[src/rtl/retire_ctrl.sv]
// retire_ctrl: commit-stage sequencer behind the 3-wide reorder buffer.
// Commits up to three retiring slots per cycle to the architectural map,
// stops at the oldest slot needing recovery or halt, and sequences
// RECOVER (flush + redirect) -> DRAIN -> RUN, or latches HALT.
// Optional statistics counters are built when RETIRE_STATS_EN is defined.
//
// Handshake note: there is no backpressure on the retire interface. Each
// i_ret_valid bit qualifies its slot for one cycle; o_dispatch_hold tells
// the front end to stop dispatching, and while it is high the ret_* inputs
// are ignored. o_recover_en / o_redirect_valid are single-cycle pulses.
module retire_ctrl #(
   parameter int XLEN         = 32,
   parameter int ARCH_W       = 5,
   parameter int PHYS_W       = 6,
   parameter int DRAIN_CYCLES = 2
) (
   input  logic                        clock,
   input  logic                        reset,
   input  logic [2:0]                  i_ret_valid,
   input  logic [2:0][ARCH_W-1:0]      i_ret_arch,
   input  logic [2:0][PHYS_W-1:0]      i_ret_phys,
   input  logic [2:0]                  i_ret_precise,
   input  logic [2:0][XLEN-1:0]        i_ret_target_pc,
   input  logic [2:0]                  i_ret_halt,
   input  logic                        i_sq_busy,
   output logic [2:0]                  o_map_we,
   output logic [2:0][ARCH_W-1:0]      o_map_arch,
   output logic [2:0][PHYS_W-1:0]      o_map_phys,
   output logic                        o_recover_en,
   output logic                        o_redirect_valid,
   output logic [XLEN-1:0]             o_redirect_pc,
   output logic                        o_dispatch_hold,
   output logic                        o_halted,
`ifdef RETIRE_STATS_EN
   output logic [63:0]                 o_stat_retired,
   output logic [31:0]                 o_stat_recovers,
`endif
   output logic [1:0]                  o_dbg_state
);

   typedef enum logic [1:0] {
      RUN     = 2'd0,
      RECOVER = 2'd1,
      DRAIN   = 2'd2,
      HALT    = 2'd3
   } state_t;

   state_t                   r_state;
   logic [3:0]               r_drain_cnt;
   logic [2:0]               r_map_we;
   logic [2:0][ARCH_W-1:0]   r_map_arch;
   logic [2:0][PHYS_W-1:0]   r_map_phys;
   logic                     r_recover_en;
   logic                     r_redirect_valid;
   logic [XLEN-1:0]          r_redirect_pc;
   logic                     r_dispatch_hold;
   logic                     r_halted;
`ifdef RETIRE_STATS_EN
   logic [63:0]              r_stat_retired;
   logic [31:0]              r_stat_recovers;
`endif

   logic [2:0]               w_eff;
   logic                     w_found;
   logic [1:0]               w_sel;
   logic [2:0]               w_we;
   logic [2:0][ARCH_W-1:0]   w_arch;
   logic [2:0][PHYS_W-1:0]   w_phys;
   logic [1:0]               w_n_ret;

   // Oldest-first scan: slots from 2 down to the first valid precise/halt slot are effective.
   always_comb begin
      w_eff   = 3'b000;
      w_found = 1'b0;
      w_sel   = 2'd0;
      for (int i = 2; i >= 0; i--) begin
         if (!w_found) begin
            w_eff[i] = 1'b1;
            if (i_ret_valid[i] && (i_ret_precise[i] || i_ret_halt[i])) begin
               w_found = 1'b1;
               w_sel   = 2'(i);
            end
         end
      end
   end

   // Per-slot map write; index/data are zeroed when the slot does not write.
   always_comb begin
      w_we   = 3'b000;
      w_arch = '0;
      w_phys = '0;
      for (int i = 0; i < 3; i++) begin
         w_we[i] = w_eff[i] && i_ret_valid[i] && (i_ret_arch[i] != '0);
         if (w_we[i]) begin
            w_arch[i] = i_ret_arch[i];
            w_phys[i] = i_ret_phys[i];
         end
      end
      w_n_ret = 2'(32'(w_eff[0] & i_ret_valid[0]) + 32'(w_eff[1] & i_ret_valid[1])
                    + 32'(w_eff[2] & i_ret_valid[2]));
   end

   // Sequencer FSM with all outputs registered.
   always_ff @(posedge clock) begin
      if (reset) begin
         r_state          <= RUN;
         r_drain_cnt      <= 4'd0;
         r_map_we         <= 3'b000;
         r_map_arch       <= '0;
         r_map_phys       <= '0;
         r_recover_en     <= 1'b0;
         r_redirect_valid <= 1'b0;
         r_redirect_pc    <= '0;
         r_dispatch_hold  <= 1'b0;
         r_halted         <= 1'b0;
`ifdef RETIRE_STATS_EN
         r_stat_retired   <= 64'd0;
         r_stat_recovers  <= 32'd0;
`endif
      end else begin
         r_map_we         <= 3'b000;
         r_map_arch       <= '0;
         r_map_phys       <= '0;
         r_recover_en     <= 1'b0;
         r_redirect_valid <= 1'b0;
         case (r_state)
            RUN: begin
               r_map_we   <= w_we;
               r_map_arch <= w_arch;
               r_map_phys <= w_phys;
`ifdef RETIRE_STATS_EN
               r_stat_retired <= r_stat_retired + 64'(w_n_ret);
`endif
               if (w_found) begin
                  r_dispatch_hold <= 1'b1;
                  // Halt dominates precise on the same slot.
                  if (i_ret_halt[w_sel]) begin
                     r_state  <= HALT;
                     r_halted <= 1'b1;
                  end else begin
                     r_state          <= RECOVER;
                     r_recover_en     <= 1'b1;
                     r_redirect_valid <= 1'b1;
                     r_redirect_pc    <= i_ret_target_pc[w_sel];
`ifdef RETIRE_STATS_EN
                     r_stat_recovers  <= r_stat_recovers + 32'd1;
`endif
                  end
               end
            end
            RECOVER: begin
               r_state     <= DRAIN;
               r_drain_cnt <= 4'(DRAIN_CYCLES);
            end
            DRAIN: begin
               if (r_drain_cnt != 4'd0) begin
                  r_drain_cnt <= r_drain_cnt - 4'd1;
               end else if (!i_sq_busy) begin
                  r_state         <= RUN;
                  r_dispatch_hold <= 1'b0;
               end
            end
            default: begin
               // HALT is absorbing until reset.
               r_state <= HALT;
            end
         endcase
      end
   end

   assign o_map_we         = r_map_we;
   assign o_map_arch       = r_map_arch;
   assign o_map_phys       = r_map_phys;
   assign o_recover_en     = r_recover_en;
   assign o_redirect_valid = r_redirect_valid;
   assign o_redirect_pc    = r_redirect_pc;
   assign o_dispatch_hold  = r_dispatch_hold;
   assign o_halted         = r_halted;
   assign o_dbg_state      = r_state;
`ifdef RETIRE_STATS_EN
   assign o_stat_retired   = r_stat_retired;
   assign o_stat_recovers  = r_stat_recovers;
`endif

endmodule

[config.mk]
export PLATFORM = sky130hd
export DESIGN_NAME = retire_ctrl
export DESIGN_NICKNAME = d
export VERILOG_FILES = /design/src/rtl/retire_ctrl.sv
export SDC_FILE = /design/constraint.sdc
export NUM_CORES = 1
export LEC_CHECK = 0
export BUFFER_PORTS_ARGS = -buffer_cell sky130_fd_sc_hd__buf_4
export CORE_UTILIZATION = 39
export DETAILED_ROUTE_END_ITERATION = 8
export GPL_ROUTABILITY_DRIVEN = 0
export GPL_TIMING_DRIVEN = 0
export PLACE_DENSITY = 0.75
export SYNTH_ARGS = -nofsm -noshare
export SYNTH_HDL_FRONTEND = slang
export SYNTH_SLANG_ARGS = --single-unit
[constraint.sdc]
create_clock -name clock -period 1.55 [get_ports clock]
set_input_delay 0.2325 -clock clock [delete_from_list [all_inputs] [get_ports clock]]
set_output_delay 0.2325 -clock clock [all_outputs]
set_load 0.03 [all_outputs]
### After elaboration in Yosys (flattened, before gate mapping)

Cells that the tools add are included.

* reduce and logical (&&, ||, !) cells: 28
* magnitude comparators: 1
* equal/unequal tests: 6
* muxes and demuxes: 28
* add/sub/neg operators: 1
* bitwise logic cells: 6

Operators with widths (count)
* 32-bit binary-select mux with 2-bit select: 1
* 32-bit 2-to-1 mux: 1
* 2-bit 2-to-1 mux: 9
* 5-bit nonzero test: 3
* 1-bit 2-to-1 mux: 12
* 3-bit OR reduction: 4
* 3-bit AND reduction: 3
* 1-bit logical AND: 8
* 2-bit != test, second input constant: 4
* 4-bit one-hot mux with 2 select lines: 1
* 1-bit NOT: 6
* 2-bit one-hot mux with 3 select lines: 1
* 4-bit 2-to-1 mux: 1
* 4-bit AND reduction: 1
* 2-bit nonzero test: 2
* 4-bit nonzero test: 1
* 4-bit by 1-bit subtractor with 4-bit output, second input constant: 1
* 1-bit logical OR: 3
* 2-bit by 3-bit less-than comparator with 1-bit output, second input constant: 1
* 1-bit binary-select mux with 2-bit select: 1
* 2-bit by 1-bit == test with 1-bit output, second input constant: 1
* 2-bit == test, second input constant: 1
* 2-bit zero test: 1
* 1-bit one-hot mux with 2 select lines: 1
* 2 further kinds: 2

* register bits: 77
* output and inout port bits: 74
* input port bits: 141

### Depth between registers and ports, before layout

Gate-level depths: netlist of run 1.

* word-level depth: 12
* gate-level depth with buffers: 8
* mapped depth without buffers: 6

### Worst setup path before layout of run 1

OpenSTA, ideal clock, no wires.

* path type: flip-flop to flip-flop
* start: register r_state[0], in the netlist o_dbg_state[0]
* end: register r_map_arch (netlist bit o_map_arch[6])
* path slack: -0.167 ns
* cell stages (with the launch flop): 9
* period minus slack after synthesis: 1.717 ns
* path buffers: 2
* data arrival time: 1.603 ns
* cells stage by stage: dfxtp_1 -> inv_1 -> ha_1 -> nor2b_1 -> clkbuf_1 -> nand3_1 -> a21oi_1 -> buf_2 -> and2_1

* longest elaborated chain between the ends: 3

RTL lines
* from (decl): line 48 `state_t r_state;`
* from (signal assigned): line 106 `r_state <= RUN;`
* from (signal assigned): line 138 `r_state <= HALT;`
* from (signal assigned): line 141 `r_state <= RECOVER;`
* 2-bit zero test: line 126 `case (r_state)`
* 1-bit NOT (no line)
* 3-bit OR reduction (no line)
* to (signal assigned): line 129 `r_map_arch <= w_arch;`
* to (decl): line 51 `logic [2:0][ARCH_W-1:0] r_map_arch;`

No other way between the ends.
A chain may end at the register's enable or synchronous reset.

### Worst setup path in the final report of run 1

* start: register r_drain_cnt[0]
* end: register r_state[1], in the netlist o_dbg_state[1]

* longest elaborated chain between the ends: 3

RTL lines
* from (decl): line 49 `logic [3:0] r_drain_cnt;`
* from (signal assigned): line 153 `r_drain_cnt <= 4'(DRAIN_CYCLES);`
* from (signal assigned): line 157 `r_drain_cnt <= r_drain_cnt - 4'd1;`
* 4-bit nonzero test: line 156 `if (r_drain_cnt != 4'd0) begin`
* 2-bit != test (no line)
* 3-bit AND reduction (no line)
* to (signal assigned): line 152 `r_state <= DRAIN;`
* to (signal assigned): line 159 `r_state <= RUN;`
* to (signal assigned): line 165 `r_state <= HALT;`

No other way between the ends.

==> results.sh, run 1 <==
export IMPL_wl_met3_um=902
export IMPL_diodes=0
export IMPL_ys_warn_count=0
export IMPL_worst_pin_slew_ns=0.578
export IMPL_outcome="complete, but fails checks"
export IMPL_fin_skew_ns=0.00999
export IMPL_hold_buffers=0
export IMPL_firstDrtPassIters=6
export IMPL_clock_sinks=77
export IMPL_critPathArrivalTime_ns=1.75
export IMPL_max_cap_viol_count=0
export IMPL_period_needed_ns=1.56
export IMPL_fillers=701
export IMPL_wl_per_cell_um=15.1
export IMPL_postSynthCellCount=367
export IMPL_whs_path_depth=2
export IMPL_synth_area_per_cell_um2=9.78
export IMPL_setup_tns_ns=-0.0190
export IMPL_grt_use_total=0.217
export IMPL_die_area_mm2=0.00960
export IMPL_drt_wl_total_mm=10.9
export IMPL_rsz0062_at_grt="true"
export IMPL_synth_seq_cells=77
export IMPL_setup_slack_ns=-0.00671
export IMPL_layout_nets=757
export IMPL_cp_end_kind="flop"
export IMPL_fmax_mhz=642
export IMPL_dp_hpwl_mm=8.07
export IMPL_boundaryPins=215
export IMPL_drc=15
export IMPL_port_buffers=213
export IMPL_cts_tree="built"
export IMPL_violations="DRC, setup timing"
export IMPL_powerDensity_mw_per_mm2=1240
export IMPL_cts_buffers=9
export IMPL_slew_headroom=0.611
export IMPL_post_drt_via_cell_ratio=4.87
export IMPL_ys_async_sr_fraction=0
export IMPL_ant_nets=0
export IMPL_clockBufferDepth=2
export IMPL_wl_met1_mm=4.26
export IMPL_grt_pass1_wl_mm=16.4
export IMPL_core_area_mm2=0.00881
export IMPL_areaGrowthSynthToFinish_pct=65.3
export IMPL_grt_pass1_vias=3539
export IMPL_fin_util=0.674
export IMPL_synthesis_nets=514
export IMPL_grt_max_degree=15
export IMPL_grt_antenna_before_repair=0
export IMPL_total_leakage_power_uw=0.00309
export IMPL_clkTransAtPathRegs_ns=0.09
export IMPL_vias=3523
export IMPL_syn_area_mm2=0.00359
export IMPL_start_util=0.408
export IMPL_fp_dieW_um=98.0
export IMPL_wl_met2_mm=5.55
export IMPL_drv_slew=0
export IMPL_hp_class="in -> reg"
export IMPL_finalCritPeriodShare=1.00
export IMPL_overflow=0
export IMPL_synth_seq_area_share=0.429
export IMPL_required_ns=1.75
export IMPL_setup_violations=5
export IMPL_drive_gt1_frac=0.476
export IMPL_crit_path_start_kind="flop"
export IMPL_hold_viol=0
export IMPL_synth_cell_types=34
export IMPL_rows=34
export IMPL_ys_flop_type="dfxtp_1"
export IMPL_root_buffer="clkbuf_8"
export IMPL_critPathMaxFanout=4
export IMPL_ir_drop_uv=527
export IMPL_die_y_um=98.0
export IMPL_dr_max_layer_used="met4"
export IMPL_drt_iter0_markers=66
export IMPL_synth_edff_count=0
export IMPL_clkLatencyLatePin_ns=0.34
export IMPL_worstRegToRegCells=6
export IMPL_h_tree_depth=3
export IMPL_path_class="reg -> reg"
## per-layer routing
layer / vias up / track usage
met3: 16 / 0.0580
li1: 1754 / -
met2: 160 / 0.401
met4: 0 / 0.0758
met5: - / 0
met1: 1593 / 0.237
## repair_timing
action / in CTS / in global routing
buffers inserted: 6 / 9
gates resized for setup: 16 / 31
pin swaps: 4 / 10
setup endpoints to repair: 63 / 61
cloned: 0 / 5
## kinds of logic after synthesis
logic type | Yosys count | synth area share
AND/OR/NAND/NOR | 129 | 0.191
flip-flops | 77 | 0.429
multiplexers | 65 | 0.182
AO/OA/AOI/OAI | 52 | 0.117
buffers and inverters | 36 | 0.0551
adder cells (fa/ha/maj) | 6 | 0.0209
XOR/XNOR | 2 | 0.00488
## synthesized netlist by cell type, types with 2 or more instances
master,instances,area share
nand2b_1,32,0.056
and2_1,27,0.047
inv_1,7,0.0073
ha_1,6,0.021
dfxtp_1,77,0.43
mux2i_1,64,0.18
and3_1,5,0.0087
a31oi_1,2,0.0035
a211o_1,32,0.078
buf_6,5,0.016
nor2b_1,2,0.0035
buf_2,5,0.0070
nand3b_1,2,0.0042
o21ai_0,2,0.0028
buf_4,5,0.010
nor3_1,7,0.0098
a311oi_1,2,0.0049
nand2_1,5,0.0052
clkbuf_1,14,0.015
a21oi_1,6,0.0084
xor2_1,2,0.0049
nand3_1,7,0.0098
o21ai_2,2,0.0049
nor2_1,38,0.040
nand4_1,2,0.0035
## final timing paths
| path | startpoint | slack [ns] | to |
|---|---|---|---|
| max | r_drain_cnt[0] | -0.007 | o_dbg_state[1] |
| min | i_ret_phys[0] | 0.09 | o_map_phys[0] |
| max reg2reg | r_drain_cnt[0] | -0.007 | o_dbg_state[1] |
| min reg2reg | o_halted | 0.48 | o_halted |
## state kept, by name (all words and copies together), names as in the netlist
register	flops
o_dispatch_hold	1
r_drain_cnt	4
o_map_arch	15
o_halted	1
o_map_phys	18
o_map_we	3
o_dbg_state	2
o_redirect_pc	32
o_redirect_valid	1
## cell usage in the layout (no fill, tap or decap), drive strengths merged, types with 2 or more instances in the layout
cell    netlist  final
nand4         2      2
nand2         5      5
nand3b        2      2
xor2          2      2
inv           7      9
and3          5      5
a31oi         3      3
a211o        32     32
dfxtp        77     77
clkbuf       14     26
nand2b       32     32
and2         27     27
nor3          7      7
bufinv        0      2
ha            6      6
a21oi         6      6
o21ai         5      5
nor2b         2      2
nor2         38     38
nand3         7      7
buf          15    245
mux2i        64     64
a311oi        2      2
## through the flow
step | cells | setup slack [ns] | instance area (um^2) | hold slack, ns | total power (uW)
2_1_floorplan | 367 | 0.00313 | 3610 | 0.345 | 4070
3_3_place_gp | 688 | -0.231 | 5340 | 0.436 | 4960
3_5_place_dp | 688 | -0.237 | 5340 | 0.437 | 5020
4_1_cts | 709 | 0.000450 | 5660 | 0.0748 | 6950
5_1_grt | 723 | -0.0544 | 5940 | 0.0676 | 7740
6_report | 723 | -0.00671 | 5940 | 0.0882 | 7360
## where the power goes
group / internal [uW] / leakage [uW] / total, uW / switching, uW
logic: 1570 / 0.00234 / 3130 / 1560
clock network: 1010 / 0.000118 / 1770 / 754
registers: 2290 / 0.000629 / 2460 / 172
total: 4880 / 0.00309 / 7360 / 2480
## layout make-up
| class | count | area, um^2 | share of cell area |
|---|---|---|---|
| multi-input combinational | 254 | 1940 | 0.326 |
| timing repair buffer | 233 | 1820 | 0.307 |
| sequential | 77 | 1550 | 0.261 |
| inverter | 7 | 31.3 | 0.00527 |
| clock inverter | 6 | 90.1 | 0.0152 |
| clock buffer | 10 | 149 | 0.0251 |
| tap | 108 | 135 | 0.0228 |
| buffer | 28 | 223 | 0.0375 |
## critical path, cell delays in order (launching register included)
cell      delay (ns)
dfxtp_2         0.34
inv_2           0.07
ha_2            0.15
or3b_4          0.41
o21a_1          0.23
nor3_2          0.12
a311oi_1        0.11
Power figures use the tool's default switching activity.
==> run 2, diff against run 1 <==
BUFFER_PORTS_ARGS = -buffer_cell sky130_fd_sc_hd__buf_2   (was -buffer_cell sky130_fd_sc_hd__buf_4)
CTS_CLUSTER_DIAMETER = 150   (was unset)
==> run 2 against run 1 <==
The run ends with DRC left; sequential cell count is the same; wire length shrank 2.8%; combinational power is 12% lower; critical path depth increased by 2; clock power decreased by 8%; clock skew decreased by 0.0039 ns; sequential power is essentially flat; setup slack improved by 0.022 ns; global-route usage rose by 0.27 points; non-clock buffer count fell by 3; cell count fell by 0.41%.
==> results.sh, run 2 (synthesis gave the netlist of run 1 again) <==
export IMPL_die_area_mm2=0.00960
export IMPL_setup_slack_ns=0.0151
export IMPL_required_ns=1.78
export IMPL_critPathMaxFanout=8
export IMPL_dp_slack_ns=-0.288
export IMPL_slew_headroom=0.603
export IMPL_critPathArrivalTime_ns=1.76
export IMPL_path_class="reg -> reg"
export IMPL_switching_share=0.359
export IMPL_grt_pass1_wl_mm=16.8
export IMPL_drive_gt1_frac=0.466
export IMPL_wl_per_cell_um=14.8
export IMPL_fillers=784
export IMPL_post_drt_via_cell_ratio=4.92
export IMPL_die_y_um=98.0
export IMPL_powerDensity_mw_per_mm2=1280
export IMPL_vias=3543
export IMPL_hold_viol=0
export IMPL_p_int_uw=4360
export IMPL_crit_path_start_kind="flop"
export IMPL_fin_skew_ns=0.00606
export IMPL_clock_sinks=77
export IMPL_pwr_share_comb=0.403
export IMPL_drt_wl_total_mm=10.6
export IMPL_root_buffer="clkbuf_8"
export IMPL_dp_hpwl_mm=7.85
export IMPL_clkPwrFrac=0.239
export IMPL_max_cap_viol_count=0
export IMPL_worst_pin_slew_ns=0.589
export IMPL_grt_antenna_before_repair=0
export IMPL_finalCritPeriodShare=0.990
export IMPL_start_util=0.408
export IMPL_hp_class="in -> reg"
export IMPL_drt_iter0_markers=65
export IMPL_areaGrowthSynthToFinish_pct=48.3
export IMPL_rows=34
export IMPL_core_area_mm2=0.00881
export IMPL_drc=15
export IMPL_layout_common_cells="buf_2 (216), dfxtp_1 (73), mux2i_1 (63), nor2_1 (38)"
export IMPL_rsz0062_at_grt="true"
export IMPL_cts_tree="built"
export IMPL_boundaryPins=215
export IMPL_largest_reg_flops=32
export IMPL_period_needed_ns=1.53
export IMPL_ir_drop_uv=527
export IMPL_outcome="complete, but fails checks"
export IMPL_diodes=0
export IMPL_firstDrtPassIters=6
export IMPL_power_uw=6800
export IMPL_cts_buffers=9
export IMPL_clkLatencyLatePin_ns=0.34
export IMPL_grt_max_degree=15
export IMPL_final_common_cell="buf_2"
export IMPL_clockBufferDepth=2
export IMPL_clkTransAtPathRegs_ns=0.09
export IMPL_fmax_mhz=652
export IMPL_grt_use_total=0.219
export IMPL_seqPwrFrac=0.358
export IMPL_h_tree_depth=3
export IMPL_reg2reg_to="o_redirect_pc[28]"
export IMPL_whs_path_depth=2
export IMPL_cp_end_kind="flop"
export IMPL_r2r_slack_ns=0.02
export IMPL_setup_violations=0
export IMPL_fp_dieW_um=98.0
export IMPL_worstRegToRegCells=8
export IMPL_drv_slew=0
export IMPL_layout_nets=754
export IMPL_p_sw_uw=2440
export IMPL_ant_nets=0
export IMPL_min_from="i_ret_phys[4]"
export IMPL_overflow=0
export IMPL_port_buffers=213
export IMPL_violations="DRC"
export IMPL_hold_path_endpoint="o_map_phys[4]"
export IMPL_reg2reg_from="o_dbg_state[0]"
export IMPL_grt_pass1_vias=3647
export IMPL_total_leakage_power_uw=0.00293
run 2: cell types whose count changed in the layout (fill, tap and decap cells not counted), sizes merged:
cell      previous run  this run
buf                245       242
bufinv               2         1
inv                  9         7
clkinv               1         2
clkinvlp             1         3
run 2: per-layer routing:
metal  share of wire  GRT usage  up-vias
met5               0          0        -
met4           0.015     0.0676        0
met3           0.072     0.0608       14
met2            0.50      0.395      149
met1            0.42      0.251     1636
li1                -          -     1744
run 2: worst max path at each step:
| stage | to | slack, ns | start | cells after the start |
|---|---|---|---|---|
| finish | o_redirect_pc[28] | 0.02 | o_dbg_state[0] | 8 |
| CTS | o_redirect_pc[28] | 0.0001 | o_dbg_state[1] | 8 |
| floorplan | o_redirect_pc[10] | 0.003 | o_dbg_state[1] | 8 |
| global placement | o_redirect_pc[28] | -0.25 | i_ret_precise[2] | 6 |
| global route | o_redirect_pc[28] | -0.03 | o_dbg_state[0] | 8 |
| detailed placement | o_redirect_pc[24] | -0.29 | i_ret_precise[2] | 6 |
run 2: cell type report:
class,count,area (um^2),area share
plain buffers,27,211,0.0397
clock buffers,10,149,0.0280
clock inverters,6,70.1,0.0132
inverters,7,31.3,0.00588
multi-input cells,254,1920,0.361
flip-flops and latches,77,1550,0.291
well taps,108,135,0.0254
repair buffers,231,1250,0.236
run 2: through the flow:
step / TNS [ns] / util / hold slack, ns / cells / cell area (um^2)
final: 0 / 0.605 / 0.0838 / 720 / 5320
after CTS: 0 / 0.585 / 0.0694 / 713 / 5150
after floorplan: 0 / - / 0.345 / 367 / 3610
after global routing: -0.120 / 0.605 / 0.0590 / 720 / 5320
after global placement: -9.64 / 0.546 / 0.433 / 688 / 4810
after detailed placement: -10.83 / 0.546 / 0.437 / 688 / 4810
run 2: critical path: stages, from the launching register on:
cell and delay (ns):
dfxtp_4 0.36, inv_4 0.06, ha_4 0.14, inv_2 0.04, a31oi_4 0.14, a21bo_1 0.25, buf_12 0.16, buf_12 0.14
mux2i_2 0.14
run 2: timing repair:
item / CTS / global route
endpoints found under the hold margin: 0 / 0
endpoints found under the setup margin: 61 / 61
gates resized for setup: 20 / 20
pin swaps: 4 / 4
hold buffers: 0 / 0
buffers inserted: 10 / 4
cloned: 0 / 4
run 2: power by group through the flow:
stage | clock network (uW) | logic (uW) | registers (uW)
finish | 1630 | 2740 | 2430
floorplan | 0 | 1090 | 2980
global route | 1750 | 2940 | 2470
detailed placement | 0 | 2290 | 2470
global placement | 0 | 2240 | 2460
CTS | 1670 | 2470 | 2420
==> run 3, diff against run 2 <==
CELL_PAD_IN_SITES_DETAIL_PLACEMENT = 1   (was unset)
CELL_PAD_IN_SITES_GLOBAL_PLACEMENT = 2   (was unset)
CORE_UTILIZATION = 21   (was 39)
PLACE_DENSITY = 0.73   (was 0.75)
==> run 3 against run 2 <==
The flow finishes with violations (setup timing); power rose by 7.3%; register-to-register slack got worse by 0.03 ns; die area grew 84%; count of clock-buffer cells in the layout up 1; sequential power about the same; cell count up 16%; setup slack worse by 0.033 ns; global-route usage decreased by 8.0 points; combinational power is essentially flat.
==> results.sh, run 3 (synthesis gave the netlist of run 1 again) <==
export IMPL_rsz0062_at_grt="true"
export IMPL_clkTransAtPathRegs_ns=0.07
export IMPL_grt_use_total=0.139
export IMPL_root_buffer="clkbuf_16"
export IMPL_drc=0
export IMPL_grt_pass1_vias=3659
export IMPL_drt_iter0_markers=58
export IMPL_grt_pass1_wl_mm=18.9
export IMPL_overflow=0
export IMPL_h_tree_depth=3
export IMPL_slew_headroom=0.616
export IMPL_wl_per_cell_um=14.8
export IMPL_largest_reg_flops=32
export IMPL_cts_buffers=9
export IMPL_critPathMaxFanout=9
export IMPL_powerDensity_mw_per_mm2=1320
export IMPL_worst_pin_slew_ns=0.576
export IMPL_hp_class="in -> reg"
export IMPL_max_cap_viol_count=0
export IMPL_fin_skew_ns=0.00573
export IMPL_dp_hpwl_mm=9.46
export IMPL_total_leakage_power_uw=0.00298
export IMPL_setup_violations=19
export IMPL_setup_slack_ns=-0.0181
export IMPL_areaGrowthSynthToFinish_pct=54.5
export IMPL_post_drt_via_cell_ratio=4.20
export IMPL_cts_tree="built"
export IMPL_port_buffers=213
export IMPL_final_common_cell="buf_2"
export IMPL_path_class="reg -> reg"
export IMPL_die_area_mm2=0.0176
export IMPL_grt_max_degree=15
export IMPL_period_needed_ns=1.57
export IMPL_cp_end_kind="flop"
export IMPL_layout_common_cells="buf_2 (216), dfxtp_1 (73), mux2i_1 (64), nor2_1 (37)"
export IMPL_vias=3492
export IMPL_drv_slew=0
export IMPL_drive_gt1_frac=0.467
export IMPL_crit_path_start_kind="flop"
export IMPL_layout_nets=754
export IMPL_grt_antenna_before_repair=0
export IMPL_fin_util=0.333
export IMPL_die_y_um=133
export IMPL_fmax_mhz=638
export IMPL_critPathArrivalTime_ns=1.80
export IMPL_hold_viol=0
export IMPL_finalCritPeriodShare=1.01
export IMPL_boundaryPins=215
export IMPL_ant_nets=0
export IMPL_outcome="complete, but fails checks"
export IMPL_fillers=2007
export IMPL_dp_slack_ns=-0.281
export IMPL_violations="setup timing"
export IMPL_required_ns=1.78
export IMPL_clock_sinks=77
export IMPL_rows=47
export IMPL_drt_wl_total_mm=12.3
export IMPL_start_util=0.216
export IMPL_firstDrtPassIters=4
export IMPL_diodes=0
export IMPL_core_area_mm2=0.0166
export IMPL_fp_dieW_um=133
export IMPL_clockBufferDepth=2
export IMPL_clkLatencyLatePin_ns=0.35
export IMPL_ir_drop_uv=562
[run 3: cell types whose count changed in the layout (fill, tap and decap cells not counted), sizes merged]
cell | previous run | this run
clkinvlp | 3 | 1
buf | 242 | 243
inv | 7 | 9
bufinv | 1 | 0
[run 3: final timing paths]
path                                     endpoint  cells past startpoint  slack, ns               from
worst max-delay path            o_redirect_pc[23]                      8      -0.02     o_dbg_state[0]
worst min-delay path               o_map_phys[17]                      2       0.08     i_ret_phys[17]
worst max register to register  o_redirect_pc[23]                      8      -0.02     o_dbg_state[0]
worst min register to register  o_redirect_pc[25]                      2       0.48  o_redirect_pc[25]
[run 3: power breakdown]
group	switching [uW]	leakage (uW)	internal, uW	total (uW)
Combinational	1510	0.00221	1220	2720
Clock	893	0.000148	1240	2130
Sequential	154	0.000629	2290	2440
[run 3: per-stage QoR]
step | power, uW | hold slack [ns] | std cells | TNS [ns] | instance area, um^2
final | 7300 | 0.0805 | 832 | -0.201 | 5550
after CTS | 7120 | 0.0635 | 820 | -0.127 | 5340
after global routing | 7710 | 0.0736 | 832 | -2.96 | 5550
after global placement | 4750 | 0.433 | 800 | -11.10 | 4950
after detailed placement | 4830 | 0.436 | 800 | -13.24 | 4950
after floorplan | 4070 | 0.345 | 367 | 0 | 3610
[run 3: repair_timing]
action                                  in CTS  in global routing
pin swaps                                    4                 15
endpoints found under the setup margin      64                 62
resized for setup                           19                 21
gates cloned                                 0                  4
setup buffers                                5                  8
hold buffers                                 0                  0
[run 3: per-layer routing]
layer | share of wire | global-route usage | wire length, um
met5 | 0 | 0 | 0
met3 | 0.058 | 0.0425 | 716
met1 | 0.40 | 0.150 | 4990
met4 | 0.013 | 0.0466 | 162
met2 | 0.52 | 0.256 | 6480
[run 3: worst max-delay path, stage by stage, from the launching register on]
cell and delay (ns):
dfxtp_4 0.35, inv_4 0.06, ha_4 0.15, inv_1 0.05
a31oi_2 0.16, a21bo_1 0.25, buf_12 0.16, clkbuf_16 0.16
mux2i_1 0.11
[run 3: final cells by class]
class | count | area (um^2) | share of cell area
tap | 220 | 275 | 0.0496
timing repair buffer | 230 | 1240 | 0.224
inverter | 7 | 31.3 | 0.00564
sequential | 77 | 1550 | 0.280
clock buffer | 11 | 264 | 0.0476
buffer | 28 | 221 | 0.0399
multi-input combinational | 254 | 1920 | 0.346
clock inverter | 5 | 38.8 | 0.00699
